`src/rtl/meter_cmd_arbiter.sv`:
```
// meter_cmd_arbiter
//   Owns the parking meter's remaining-time register and arbitrates every
//   request that modifies it. Requests come from four add buttons, two preset
//   buttons and the 1 Hz countdown tick. Button edges are captured into
//   pending flags, and the flags are serviced one per cycle by fixed priority.
//
// Ports
//   clk        system clock
//   rst        asynchronous reset, active low
//   tick       one-cycle 1 Hz countdown enable
//   add1..add4 add-time buttons (level, may be held)
//   rst1, rst2 preset buttons (level, may be held)
//   val1..val4 registered BCD digits of remaining time (val1 = thousands)
//   grant      one-hot pulse naming the command serviced this cycle
//              {rst1, rst2, add4, add3, add2, add1}
//   expired    registered: remaining time == 0
//   low        registered: 0 < remaining time < LOW_THRESH
//   busy       any pending flag set
//   dbg_state  service FSM state (0 = IDLE, 1 = SERVE)
//
// Handshake: there is no back-pressure. A button's rising edge is a request.
// The request is accepted into its pending flag on the next clock edge, and
// the request is retired in the cycle when its grant bit is high.
module meter_cmd_arbiter #(
  parameter int ADD1_SEC   = 60,
  parameter int ADD2_SEC   = 120,
  parameter int ADD3_SEC   = 180,
  parameter int ADD4_SEC   = 300,
  parameter int PRE1_SEC   = 15,
  parameter int PRE2_SEC   = 150,
  parameter int MAX_SEC    = 9999,
  parameter int LOW_THRESH = 180
) (
  input  logic       clk,
  input  logic       rst,
  input  logic       tick,
  input  logic       add1,
  input  logic       add2,
  input  logic       add3,
  input  logic       add4,
  input  logic       rst1,
  input  logic       rst2,
  output logic [3:0] val1,
  output logic [3:0] val2,
  output logic [3:0] val3,
  output logic [3:0] val4,
  output logic [5:0] grant,
  output logic       expired,
  output logic       low,
  output logic       busy,
  output logic       dbg_state
);

  localparam logic [13:0] L_ADD1 = 14'(ADD1_SEC);
  localparam logic [13:0] L_ADD2 = 14'(ADD2_SEC);
  localparam logic [13:0] L_ADD3 = 14'(ADD3_SEC);
  localparam logic [13:0] L_ADD4 = 14'(ADD4_SEC);
  localparam logic [13:0] L_PRE1 = 14'(PRE1_SEC);
  localparam logic [13:0] L_PRE2 = 14'(PRE2_SEC);
  localparam logic [14:0] L_MAX  = 15'(MAX_SEC);
  localparam logic [13:0] L_LOW  = 14'(LOW_THRESH);

  typedef enum logic {
    S_IDLE  = 1'b0,
    S_SERVE = 1'b1
  } state_t;

  state_t      r_state;
  state_t      w_state_nxt;

  logic [5:0]  w_btn;
  logic [5:0]  r_btn_q;
  logic [5:0]  w_rise;
  logic [5:0]  r_pend;
  logic [5:0]  w_pend_nxt;
  logic [5:0]  w_clear;
  logic [5:0]  w_grant;
  logic        r_tick_pend;
  logic        w_tick_pend_nxt;
  logic [13:0] r_count;
  logic [13:0] w_count_nxt;
  logic [13:0] w_add_amt;
  logic [14:0] w_sum;
  logic [15:0] w_bcd;
  logic [15:0] r_val;
  logic        r_expired;
  logic        r_low;

  // Bit order matches the grant vector, so bit index == priority rank.
  assign w_btn  = {rst1, rst2, add4, add3, add2, add1};
  assign w_rise = w_btn & ~r_btn_q;

  // Grant selection and pending-flag update.
  always_comb begin
    w_grant = '0;
    if (r_state == S_SERVE) begin
      // Ascending scan: the highest set bit is written last and wins.
      for (int i = 0; i < 6; i++) begin
        if (r_pend[i]) begin
          w_grant    = '0;
          w_grant[i] = 1'b1;
        end
      end
    end
    // A preset makes every queued add (and the other preset) meaningless.
    w_clear    = (w_grant[5] | w_grant[4]) ? 6'h3F : w_grant;
    // Fresh edges are merged after the clear so none are lost.
    w_pend_nxt = (r_pend & ~w_clear) | w_rise;
  end

  // The FSM moves on the same edge that loads the flags, so a request is
  // granted in the cycle right after its capture. SERVE therefore always
  // has at least one flag to service.
  always_comb begin
    w_state_nxt = r_state;
    case (r_state)
      S_IDLE:  if (|w_pend_nxt)  w_state_nxt = S_SERVE;
      S_SERVE: if (~|w_pend_nxt) w_state_nxt = S_IDLE;
      default: w_state_nxt = S_IDLE;
    endcase
  end

  // Count arithmetic. A tick that collides with a grant is parked in
  // r_tick_pend. A second tick while parked merges into the same decrement.
  always_comb begin
    w_add_amt = '0;
    if (w_grant[3])      w_add_amt = L_ADD4;
    else if (w_grant[2]) w_add_amt = L_ADD3;
    else if (w_grant[1]) w_add_amt = L_ADD2;
    else if (w_grant[0]) w_add_amt = L_ADD1;
    w_sum = {1'b0, r_count} + {1'b0, w_add_amt};

    w_count_nxt = r_count;
    if (w_grant[5])
      w_count_nxt = L_PRE1;
    else if (w_grant[4])
      w_count_nxt = L_PRE2;
    else if (|w_grant[3:0])
      w_count_nxt = (w_sum > L_MAX) ? L_MAX[13:0] : w_sum[13:0];
    else if ((tick | r_tick_pend) && (r_count != 14'd0))
      w_count_nxt = r_count - 14'd1;

    w_tick_pend_nxt = (|w_grant) ? (r_tick_pend | tick) : 1'b0;
  end

  // Binary to BCD by shift-and-add-3; count never exceeds 9999.
  always_comb begin
    w_bcd = '0;
    for (int i = 13; i >= 0; i--) begin
      for (int d = 0; d < 4; d++) begin
        if (w_bcd[4*d +: 4] >= 4'd5)
          w_bcd[4*d +: 4] = w_bcd[4*d +: 4] + 4'd3;
      end
      w_bcd = {w_bcd[14:0], r_count[i]};
    end
  end

  always_ff @(posedge clk or negedge rst) begin
    if (!rst) begin
      r_state     <= S_IDLE;
      r_btn_q     <= '0;
      r_pend      <= '0;
      r_tick_pend <= 1'b0;
      r_count     <= '0;
      r_val       <= '0;
      r_expired   <= 1'b1;
      r_low       <= 1'b0;
    end else begin
      r_state     <= w_state_nxt;
      r_btn_q     <= w_btn;
      r_pend      <= w_pend_nxt;
      r_tick_pend <= w_tick_pend_nxt;
      r_count     <= w_count_nxt;
      r_val       <= w_bcd;
      r_expired   <= (r_count == 14'd0);
      r_low       <= (r_count != 14'd0) && (r_count < L_LOW);
    end
  end

  assign val1      = r_val[15:12];
  assign val2      = r_val[11:8];
  assign val3      = r_val[7:4];
  assign val4      = r_val[3:0];
  assign grant     = w_grant;
  assign expired   = r_expired;
  assign low       = r_low;
  assign busy      = |r_pend;
  assign dbg_state = r_state;

endmodule
```
`config.mk`:
```
export PLATFORM = sky130hd
export DESIGN_NAME = meter_cmd_arbiter
export DESIGN_NICKNAME = d
export VERILOG_FILES = /design/src/rtl/meter_cmd_arbiter.sv
export SDC_FILE = /design/constraint.sdc
export NUM_CORES = 1
export LEC_CHECK = 0
export BUFFER_PORTS_ARGS = -buffer_cell sky130_fd_sc_hd__buf_2
export CAP_MARGIN = 20
export CELL_PAD_IN_SITES_DETAIL_PLACEMENT = 0
export CELL_PAD_IN_SITES_GLOBAL_PLACEMENT = 1
export CORE_MARGIN = 2
export CORE_UTILIZATION = 23
export CTS_CLUSTER_DIAMETER = 40
export CTS_CLUSTER_SIZE = 25
export DETAILED_ROUTE_END_ITERATION = 7
export PLACE_DENSITY = 0.47
export SETUP_SLACK_MARGIN = 0.02
export SLEW_MARGIN = 30
export SYNTH_ARGS = -nofsm -noshare
export SYNTH_HDL_FRONTEND = slang
export SYNTH_SLANG_ARGS = --single-unit
```
`constraint.sdc`:
```
create_clock -name clk -period 9.8 [get_ports clk]
set_input_delay 0.98 -clock clk [delete_from_list [all_inputs] [get_ports clk]]
set_output_delay 0.98 -clock clk [all_outputs]
set_load 0.01 [all_outputs]
```
### Word-level counts from Yosys, hierarchy flattened

Cells that the tools add are included.

* register bits after elaboration: 46
* bits in latches: 0
* memory bits (writable): 0
* ROM bits: 0
* input bits: 9
* output and inout port bits: 26
* word-level logic and storage cells: 125
* memories kept: 0

* $add $sub $neg: 28
* multipliers: 0
* div/mod/pow operators: 0
* order comparisons: 28
* equality and inequality tests: 0
* shifts and indexed selects: 0
* muxes and demuxes: 45
* bitwise logic cells: 7
* reduce and logical (&&, ||, !) cells: 9

Operator list (number)
* $mux W4: 24
* $ge A4 B3 Y1 const B: 22
* $add A4 B2 Y4 const B: 21
* $mux W14: 5
* $mux W6: 8
* $reduce_or A6 Y1: 3
* $add A14 B14 Y15: 1
* $gt A15 B14 Y1 const B: 1
* $logic_not A14 Y1: 1
* $lt A14 B8 Y1 const B: 1
* $reduce_bool A14 Y1: 1
* $sub A14 B1 Y14 const B: 1
* $add A3 B2 Y4 const B: 3
* $and A6 B6 Y6: 2
* $ge A3 B3 Y1 const B: 4
* $not A6 Y6: 2
* $mux W9: 1
* $mux W8: 1
* $mux W7: 1
* $add A3 B2 Y3 const B: 2
* $mux W3: 2
* $or A6 B6 Y6: 1
* $reduce_bool A4 Y1: 1
* $reduce_or A4 Y1: 1
* other kinds (3): 7

### Logic depth before layout (Yosys ltp)

Gate-level depths: netlist of the first run.

* word-level depth: 22
* gate-level depth with buffers: 51
* depth with buffers taken out: 48

### Least setup slack after synthesis of the first run

Ideal clock, no wire load.

* path kind: register to register
* start: reg r_count[12]
* end: reg r_val[13]
* library setup time: 80 ps
* arrival time: 8801 ps
* data required time: 9720 ps
* slack: 919 ps
* cell stages (with the launch flop): 50
* path buffers: 3
* period minus slack after synthesis: 8881 ps
* path through: dfrtp_1 > buf_4 > inv_1 > ha_1 > or2_1 > a21oi_2 > ha_1 > nand2b_1 > o211a_1 > o221ai_4 > ha_1 > clkbuf_1 > nand2b_1 > nand3_1 > a2111oi_4 > a21oi_2 > inv_2 > ha_1 > [14 not listed] > ha_1 > or2_2 > a31oi_4 > nor2_1 > inv_1 > ha_1 > inv_1 > a211oi_1 > o31ai_4 > a21oi_1 > xor2_1 > inv_1 > ha_1 > nand2b_1 > a21oi_1 > nand2_1 > o22ai_1 > xnor2_1

* word-level cells in the longest chain between the ends: 22
* elaborated cells on any way between the ends: 60
* classes of those cells: add/sub (20); order compare (20); mux (20)

Ends and longest elaborated chain
* start, declared: line 80 `logic [13:0] r_count;`
* start signal, assigned: line 173 `r_count <= w_count_nxt;`
* $add A3 B2 Y4 / $ge A3 B3 Y1 (equally long branches): line 152, 151
* $mux W4 *: line 151 `if (w_bcd[4*d +: 4] >= 4'd5)`
* $add A4 B2 Y4 / $ge A4 B3 Y1 (equally long branches): line 152, 151
* $mux W4: line 151
* $ge A4 B3 Y1 / $add A4 B2 Y4 (equally long branches): line 151, 152
* $mux W4: line 151
* $add A4 B2 Y4 (tied with other cells): line 152 `w_bcd[4*d +: 4] = w_bcd[4*d +: 4] + 4'd3;`
* $mux W4: line 151
* [7 not listed]
* $mux W4: line 151
* $add A4 B2 Y4 / $ge A4 B3 Y1 (equally long branches): line 152, 151
* $mux W4: line 151
* $add A4 B2 Y4 (tied with other cells): line 152
* $mux W4 / $mux W3 (equally long branches): line 151
* $ge A4 B3 Y1 / $add A3 B2 Y3 (equally long branches): line 151, 152
* $mux W3 *: line 151
* via w_bcd[13]: line 84 `logic [15:0] w_bcd;`
* end signal, assigned: line 174 `r_val <= w_bcd;`
* end, declared: line 85 `logic [15:0] r_val;`

The timed path passes the listed nets; every way through them passes the cells marked *.
A chain may end at the register's enable or synchronous reset.

### Worst setup path in the final report of the first run

Same ends and word-level chain as after synthesis.

==> impl_metrics.env, run 1 <==
export IMPL_core_um2=27700
export IMPL_reg2reg_slack_ns=0.85
export IMPL_wl_um=18900
export IMPL_timing_fmax_mhz=112
export IMPL_layout_cells_most_common="nor2_1"
export IMPL_first_global_vias=5990
export IMPL_numCtsBuffers=5
export IMPL_syn_avg_cell_area_um2=7.76
export IMPL_start_kind="register"
export IMPL_synth_seq_area_share=0.179
export IMPL_dp_cells=1217
export IMPL_clk_latency_ns=0.31
export IMPL_io_pins=35
export IMPL_required_ns=10.04
export IMPL_layout_min_cycle_time_ns=8.95
export IMPL_slew_violations=0
export IMPL_yosysWarnings=0
export IMPL_critPathKind="reg -> reg"
export IMPL_pre_cts_slack_ns=0.385
export IMPL_outcome="complete, no violations"
export IMPL_gr_total_overflow=0
export IMPL_hold_violations=0
export IMPL_cts_tree="done"
export IMPL_fillers=3015
export IMPL_synthesis_nets=873
export IMPL_grt_max_degree=47
export IMPL_async_reset_ff_frac=1.00
export IMPL_yosysTopAreaCell="dfrtp_1"
export IMPL_route_detailed_drc=0
export IMPL_h_tree_depth=2
export IMPL_routedWlPerCell_um=15.3
export IMPL_io_buffers=34
export IMPL_synth_edf_count=0
export IMPL_syn_cell_area_um2=6450
export IMPL_gp_congestion=0.787
export IMPL_numClockSinks=46
export IMPL_drt_iter0_markers=365
export IMPL_ant_nets=0
export IMPL_worstMarginPinSlew_ns=0.883
export IMPL_synthTopCellsByArea="dfrtp_1 (17%), ha_1 (6.2%), nor2_1 (4.4%)"
export IMPL_dr_pass1_iters=6
export IMPL_rsz0062_at_grt="false"
export IMPL_critical_path_max_stage_delay_ns=0.38
export IMPL_antenna_found_initial=0
export IMPL_synthFlopType="dfrtp_1"
export IMPL_arrival_ns=9.18
export IMPL_die_h_um=171
export IMPL_die_area_um2=29400
export IMPL_skew_ns=0.0101
export IMPL_clockBufferDepth=2
export IMPL_drive_gt1_frac=0.179
export IMPL_synthCells=831
export IMPL_ys_seq_elements=46
export IMPL_setup_viol=0
export IMPL_die_x_um=171
export IMPL_vias=6193
export IMPL_maxSlewHeadroom=0.396
export IMPL_grt_pass1_wl_um=31600
export IMPL_timing_final_crit_share=0.913
export IMPL_instances_no_fill=1231
export IMPL_cp_max_fo=8
export IMPL_final_cell_mix="nor2_1 (73), nand2_1 (65), o21ai_0 (53), a21oi_1 (49), inv_1 (48)"
export IMPL_finalWorstSetupSlack_ns=0.853
export IMPL_area_growth_pct=13.1
export IMPL_rows=61
export IMPL_min_path_type="reg -> reg"
export IMPL_antenna_cells=0
export IMPL_path_clk_slew_ns=0.08
export IMPL_viasPerCell=5.03
export IMPL_cts_root_buf="clkbuf_16"
export IMPL_initial_core_util=0.233
export IMPL_hpwlAfterDp_um=14000
export IMPL_max_cap_violations=0
export IMPL_yosysUniqueCellTypes=117
export IMPL_crit_top_cell="ha_1"
export IMPL_grt_util_all_layers=0.132
export IMPL_fin_hold_ws_ns=0.447
export IMPL_worst_setup_path_end_kind="register"
export IMPL_synth_top_area_frac=0.175
export IMPL_crit_slowest_cell="a32oi_2"
export IMPL_setup_tns_ns=0
export IMPL_final_nets=894
layer usage:
metal / up-vias / global-route usage / share of wire
met1: 2942 / 0.194 / 0.53
met3: 8 / 0.0113 / 0.014
met5: - / 0 / 0
li1: 3178 / - / -
met4: 0 / 0.0291 / 0.0090
met2: 65 / 0.208 / 0.45
cells by family (layout without fill, tap and decap cells):
| group | count (synthesis) | in the layout | synth area share |
|---|---|---|---|
| compound gates | 300 | 300 | 0.359 |
| xor+xnor | 34 | 34 | 0.0526 |
| fa+ha+maj | 35 | 35 | 0.0683 |
| buf+inv | 95 | 117 | 0.0615 |
| flops | 46 | 46 | 0.179 |
| mux | 22 | 22 | 0.0394 |
| simple gates | 299 | 299 | 0.241 |
layout make-up:
type | count | area, µm² | share of cell area
tap | 378 | 473 | 0.0648
clock buffer | 5 | 125 | 0.0172
clock inverter | 3 | 28.8 | 0.00395
sequential | 46 | 1150 | 0.158
inverter | 53 | 199 | 0.0273
multi-input combinational | 690 | 4970 | 0.681
timing repair buffer | 56 | 348 | 0.0477
worst paths after layout:
kind	cells after the start	to	from
min in group asynchronous	2	dbg_state$_DFF_PN0_	rst
max in group asynchronous	2	r_val[9]$_DFF_PN0_	rst
worst max-delay path	46	r_val[13]$_DFF_PN0_	r_count[12]$_DFFE_PN0P_
worst max register to register	46	r_val[13]$_DFF_PN0_	r_count[12]$_DFFE_PN0P_
worst min register to register	1	r_pend[4]$_DFF_PN0_	r_btn_q[4]$_DFF_PN0_
worst min-delay path	1	r_pend[4]$_DFF_PN0_	r_btn_q[4]$_DFF_PN0_
flip-flops by register name (all words and copies together), names as in the netlist:
signal,flops
expired,1
r_pend,6
low,1
dbg_state,1
r_val,16
r_tick_pend,1
r_count,14
r_btn_q,6
through the flow:
stage	cell area [µm²]	util
2_1_floorplan	6450	-
3_3_place_gp	7020	0.253
3_5_place_dp	7020	0.253
4_1_cts	7170	0.259
5_1_grt	7290	0.263
6_report	7290	0.263
repair_timing:
action / CTS / global route
setup buffers: 0 / 6
gates resized for setup: 0 / 12
hold buffers: 0 / 0
setup endpoints to repair: 0 / 10
cell usage after synthesis, drive strengths merged (7+ instances only):
| master | instances |
|---|---|
| o21ai | 66 |
| a211o | 7 |
| ha | 32 |
| mux2 | 11 |
| a21oi | 58 |
| nor2b | 7 |
| nand3 | 31 |
| dfrtp | 45 |
| xnor2 | 28 |
| nand2 | 66 |
| a31oi | 18 |
| o31ai | 12 |
| o22ai | 16 |
| or3 | 10 |
| and2 | 12 |
| nor4 | 12 |
| a211oi | 12 |
| buf | 20 |
| o211ai | 19 |
| a22oi | 7 |
| nor2 | 79 |
| inv | 50 |
| or2 | 12 |
| mux2i | 11 |
| nor3 | 27 |
| nand2b | 11 |
| o21bai | 8 |
| clkbuf | 22 |
critical path, delay by kind of cell, from the launching register on:
kind	cells	cell delay (ns)
AO/OA/AOI/OAI	18	3.42
XOR/XNOR	3	0.53
adder cells (fa/ha/maj)	8	1.94
buffers and inverters	6	0.61
flip-flops	1	0.35
AND/OR/NAND/NOR	11	2.01
Power of run 1 is left out: the tool's default activity adds up to more than one toggle a clock period on the data nets, which glitch-free logic cannot reach.
==> inputs of run 2 (changes only) <==
--- a/config.mk
+++ b/config.mk
@@ -16,7 +16,7 @@
 export DETAILED_ROUTE_END_ITERATION = 7
 export PLACE_DENSITY = 0.47
 export SETUP_SLACK_MARGIN = 0.02
-export SLEW_MARGIN = 30
+export SLEW_MARGIN = 0
 export SYNTH_ARGS = -nofsm -noshare
 export SYNTH_HDL_FRONTEND = slang
 export SYNTH_SLANG_ARGS = --single-unit
==> constraint.sdc (replaced) <==
create_clock -name clk -period 9.8 [get_ports clk]
set_input_delay 0.98 -clock clk [delete_from_list [all_inputs] [get_ports clk]]
set_output_delay 0.98 -clock clk [all_outputs]
set_load 0.05 [all_outputs]
==> run 2 against run 1 <==
  * Sequential share of layout area is essentially flat
  * Utilization about the same
  * Via count shrank 0.16%
  * Non-clock buffer count stayed put
  * Maximum frequency increased by 0.34%
  * Count of clock-buffer cells in the layout stayed put
  * Routed wire length is 0.33% lower
  * Highest routed layer unchanged
  * Clock skew shrank 0.0025 ns
  * Critical path depth is the same
  * Die area unchanged
  * Hold slack about the same
==> impl_metrics.env, run 2 (synthesis gave the netlist of run 1 again) <==
export IMPL_outcome="complete, no violations"
export IMPL_fillers=3015
export IMPL_die_area_um2=29400
export IMPL_arrival_ns=9.15
export IMPL_cts_hold_buffers=0
export IMPL_max_cap_violations=0
export IMPL_viasPerCell=5.02
export IMPL_multi_input_area_um2=4960
export IMPL_r2r_cells=46
export IMPL_timing_fmax_mhz=112
export IMPL_grt_pass1_wl_um=31600
export IMPL_final_cell_mix="nor2_1 (74), nand2_1 (65), o21ai_0 (53), a21oi_1 (50), inv_1 (48)"
export IMPL_skew_ns=0.00767
export IMPL_gp_congestion=0.787
export IMPL_setup_viol=0
export IMPL_dr_pass1_iters=5
export IMPL_core_um2=27700
export IMPL_hold_violations=0
export IMPL_required_ns=10.04
export IMPL_grt_max_degree=47
export IMPL_critical_path_max_stage_delay_ns=0.38
export IMPL_cts_root_buf="clkbuf_16"
export IMPL_clockBufferDepth=2
export IMPL_rows=61
export IMPL_timing_final_crit_share=0.910
export IMPL_io_buffers=34
export IMPL_rsz0062_at_grt="false"
export IMPL_worst_setup_path_end_kind="register"
export IMPL_maxSlewHeadroom=0.352
export IMPL_h_tree_depth=2
export IMPL_numClockSinks=46
export IMPL_reg2reg_slack_ns=0.88
export IMPL_setup_tns_ns=0
export IMPL_timing_rr_end="r_val[13]$_DFF_PN0_"
export IMPL_min_path_type="reg -> reg"
export IMPL_r2r_start="r_count[12]$_DFFE_PN0P_"
export IMPL_area_growth_pct=13.0
export IMPL_gr_total_overflow=0
export IMPL_ant_nets=0
export IMPL_crit_slowest_cell="a32oi_2"
export IMPL_crit_top_cell="ha_1"
export IMPL_top_regs="r_val x16, r_count x14"
export IMPL_endpoint="r_val[13]$_DFF_PN0_"
export IMPL_drive_gt1_frac=0.177
export IMPL_largest_register_ffs=16
export IMPL_die_h_um=171
export IMPL_drt_iter0_markers=369
export IMPL_wl_um=18800
export IMPL_layout_min_cycle_time_ns=8.92
export IMPL_cts_tree="done"
export IMPL_regArea_um2=1150
export IMPL_clk_latency_ns=0.31
export IMPL_start_kind="register"
export IMPL_path_clk_slew_ns=0.08
export IMPL_antenna_cells=0
export IMPL_antenna_found_initial=0
export IMPL_io_pins=35
export IMPL_hpwlAfterDp_um=14000
export IMPL_die_x_um=171
export IMPL_cp_max_fo=8
export IMPL_grt_util_all_layers=0.132
export IMPL_routedWlPerCell_um=15.3
export IMPL_initial_core_util=0.233
export IMPL_regMostFlops="r_val"
export IMPL_route_detailed_drc=0
export IMPL_first_global_vias=5990
export IMPL_critical_path_startpoint="r_count[12]$_DFFE_PN0P_"
export IMPL_numCtsBuffers=5
export IMPL_worstMarginPinSlew_ns=0.972
export IMPL_slew_violations=0
export IMPL_layout_cells_most_common="nor2_1"
export IMPL_final_nets=894
export IMPL_vias=6183
export IMPL_critPathKind="reg -> reg"
run 2: worst max-delay path: cells and delay by family (launching register included):
family	cells	cell delay, ns
adder cells (fa/ha/maj)	8	1.92
AO/OA/AOI/OAI	18	3.40
AND/OR/NAND/NOR	11	2.01
buffers and inverters	6	0.61
XOR/XNOR	3	0.53
flip-flops	1	0.35
run 2: final cells by class:
type                            count  area share
Clock inverter                      3     0.00395
Inverter                           53      0.0273
Timing Repair Buffer               56      0.0477
Clock buffer                        5      0.0172
Tap cell                          378      0.0649
Sequential cell                    46       0.158
Multi-Input combinational cell    690       0.681
run 2: layer usage:
layer  vias up  share of wire  GRT usage
li1       3179              -          -
met1      2934           0.53      0.194
met2        62           0.45      0.208
met3         8          0.014     0.0113
met4         0         0.0090     0.0291
met5         -              0          0
run 2: timing repair:
action,CTS,global route
setup buffers,0,6
endpoints found under the setup margin,0,10
resized for setup,0,12
run 2: through the flow:
stage / instance area (µm²) / instances / worst slack [ns] / utilization / hold WS, ns
final: 7290 / 1231 / 0.883 / 0.263 / 0.447
after global routing: 7290 / 1231 / 0.0781 / 0.263 / 0.482
after CTS: 7170 / 1225 / 0.356 / 0.259 / 0.444
after detailed placement: 7020 / 1217 / 0.385 / 0.253 / 0.432
after global placement: 7020 / 1217 / 0.585 / 0.253 / 0.428
after floorplan: 6450 / 831 / 0.919 / - / 0.417
run 2: how the worst min path moves through the flow:
stage / to / start / slack, ns / cells past startpoint
floorplan: r_pend[3]$_DFF_PN0_ / r_btn_q[3]$_DFF_PN0_ / 0.42 / 1
global placement: r_pend[3]$_DFF_PN0_ / r_btn_q[3]$_DFF_PN0_ / 0.43 / 1
detailed placement: r_pend[3]$_DFF_PN0_ / r_btn_q[3]$_DFF_PN0_ / 0.43 / 1
CTS: r_pend[3]$_DFF_PN0_ / r_btn_q[3]$_DFF_PN0_ / 0.44 / 1
global route: r_pend[3]$_DFF_PN0_ / r_btn_q[3]$_DFF_PN0_ / 0.48 / 1
finish: r_pend[4]$_DFF_PN0_ / r_btn_q[4]$_DFF_PN0_ / 0.45 / 1
Power of run 2 is left out for the same reason.
==> inputs of run 3 (changes only) <==
--- a/config.mk
+++ b/config.mk
@@ -9,12 +9,13 @@
 export CAP_MARGIN = 20
 export CELL_PAD_IN_SITES_DETAIL_PLACEMENT = 0
 export CELL_PAD_IN_SITES_GLOBAL_PLACEMENT = 1
+export CORE_ASPECT_RATIO = 1.5
 export CORE_MARGIN = 2
 export CORE_UTILIZATION = 23
 export CTS_CLUSTER_DIAMETER = 40
 export CTS_CLUSTER_SIZE = 25
 export DETAILED_ROUTE_END_ITERATION = 7
-export PLACE_DENSITY = 0.47
+export PLACE_DENSITY_LB_ADDON = 0.15
 export SETUP_SLACK_MARGIN = 0.02
 export SLEW_MARGIN = 0
 export SYNTH_ARGS = -nofsm -noshare
==> constraint.sdc (replaced) <==
create_clock -name clk -period 10.92 [get_ports clk]
set_input_delay 1.092 -clock clk [delete_from_list [all_inputs] [get_ports clk]]
set_output_delay 1.092 -clock clk [all_outputs]
set_load 0.05 [all_outputs]
==> run 3 against run 2 <==
  * Sequential share of layout area is 0.42 points higher
  * Non-clock buffer count is 14 lower
  * Setup slack better by 0.22 ns
  * First-iteration DRC count is 40% lower
  * Critical path type unchanged
  * Highest routed layer unchanged
==> impl_metrics.env, run 3 (synthesis gave the netlist of run 1 again) <==
export IMPL_drive_gt1_frac=0.155
export IMPL_required_ns=11.11
export IMPL_max_cap_violations=0
export IMPL_crit_top_cell="ha_1"
export IMPL_r2r_start="r_count[11]$_DFFE_PN0P_"
export IMPL_min_to="r_pend[3]$_DFF_PN0_"
export IMPL_top_regs="r_val x16, r_count x14"
export IMPL_rsz0062_at_grt="false"
export IMPL_hpwlAfterDp_um=15900
export IMPL_io_pins=35
export IMPL_numClockSinks=46
export IMPL_core_um2=27800
export IMPL_arrival_ns=10.01
export IMPL_layout_min_cycle_time_ns=9.82
export IMPL_worstHoldStart="r_btn_q[3]$_DFF_PN0_"
export IMPL_reg2reg_slack_ns=1.10
export IMPL_timing_final_crit_share=0.899
export IMPL_area_growth_pct=10.0
export IMPL_h_tree_depth=2
export IMPL_first_global_vias=6177
export IMPL_worst_setup_path_end_kind="register"
export IMPL_slew_violations=0
export IMPL_start_kind="register"
export IMPL_die_x_um=141
export IMPL_setup_viol=0
export IMPL_dr_pass1_iters=4
export IMPL_cp_max_fo=15
export IMPL_cts_resized=0
export IMPL_met2_usage=0.289
export IMPL_outcome="complete, no violations"
export IMPL_grt_pass1_wl_um=32600
export IMPL_clockBufferDepth=2
export IMPL_cts_setup_buffers=0
export IMPL_regMostFlops="r_val"
export IMPL_hold_violations=0
export IMPL_final_nets=880
export IMPL_cts_root_buf="clkbuf_16"
export IMPL_die_area_um2=29400
export IMPL_die_h_um=209
export IMPL_gr_total_overflow=0
export IMPL_layout_cells_most_common="nor2_1"
export IMPL_critical_path_startpoint="r_count[11]$_DFFE_PN0P_"
export IMPL_cts_tree="done"
export IMPL_initial_core_util=0.232
export IMPL_grt_max_degree=47
export IMPL_viasPerCell=5.20
export IMPL_crit_slowest_cell="dfrtp_1"
export IMPL_critPathKind="reg -> reg"
export IMPL_largest_register_ffs=16
export IMPL_drt_iter0_markers=221
export IMPL_grt_util_all_layers=0.137
export IMPL_timing_fmax_mhz=102
export IMPL_ant_nets=0
export IMPL_wl_um=20100
export IMPL_numCtsBuffers=5
export IMPL_antenna_cells=0
export IMPL_maxSlewHeadroom=0.342
export IMPL_use_met1=0.140
export IMPL_final_cell_mix="nor2_1 (76), nand2_1 (65), o21ai_0 (54), a21oi_1 (51), inv_1 (48)"
export IMPL_critical_path_max_stage_delay_ns=0.57
export IMPL_gp_congestion=0.766
export IMPL_io_buffers=34
export IMPL_skew_ns=0.00535
export IMPL_path_clk_slew_ns=0.08
export IMPL_worstMarginPinSlew_ns=0.963
export IMPL_setup_tns_ns=0
export IMPL_min_path_cells=1
export IMPL_use_met3=0.0137
export IMPL_antenna_found_initial=0
export IMPL_cts_hold_buffers=0
export IMPL_vias=6158
export IMPL_rows=75
export IMPL_r2r_cells=45
export IMPL_timing_rr_end="r_val[8]$_DFF_PN0_"
export IMPL_routedWlPerCell_um=16.9
export IMPL_route_detailed_drc=0
export IMPL_top_usage_layer="met2"
export IMPL_clk_latency_ns=0.30
export IMPL_min_path_type="reg -> reg"
==> run 3: changes by cell type in the layout (fill, tap and decap cells not counted), sizes merged <==
cell      previous run  this run
inv                 52        51
buf                 56        42
clkinvlp             0         1
bufinv               0         1
clkinv               4         3
==> run 3: layer usage <==
layer,up-vias,share of wire
li1,3135,-
met1,2918,0.38
met2,86,0.58
met3,19,0.017
met4,0,0.019
met5,-,0
==> run 3: how the worst max path moves through the flow <==
stage	slack, ns	to
final	1.10	r_val[8]$_DFF_PN0_
after global routing	0.19	r_val[8]$_DFF_PN0_
after CTS	1.03	r_val[8]$_DFF_PN0_
after detailed placement	1.04	r_val[8]$_DFF_PN0_
after global placement	1.11	r_val[8]$_DFF_PN0_
after floorplan	2.04	r_val[13]$_DFF_PN0_
==> run 3: worst max-delay path: cells and delay by family, from the launching register on <==
family | cells | cell delay [ns]
AO/OA/AOI/OAI | 14 | 3.21
buffers and inverters | 4 | 0.39
adder cells (fa/ha/maj) | 9 | 2.35
XOR/XNOR | 2 | 0.37
AND/OR/NAND/NOR | 16 | 2.78
flip-flops | 1 | 0.57
==> run 3: layout make-up <==
class	instances	area, µm²
fill	3090	20700
multi-input combinational	690	4910
clock inverter	3	48.8
clock buffer	5	125
timing repair buffer	42	230
inverter	53	199
tap	346	433
sequential	46	1150
==> run 3: metrics by stage <==
step	hold WS, ns	util	worst slack, ns	std cells	area (µm²)
floorplan	0.417	-	2.04	831	6450
global placement	0.448	0.249	1.11	1177	6920
detailed placement	0.443	0.249	1.04	1177	6920
CTS	0.454	0.255	1.03	1185	7090
global route	0.460	0.255	0.187	1185	7100
finish	0.453	0.255	1.10	1185	7100
Power of run 3 is left out for the same reason.
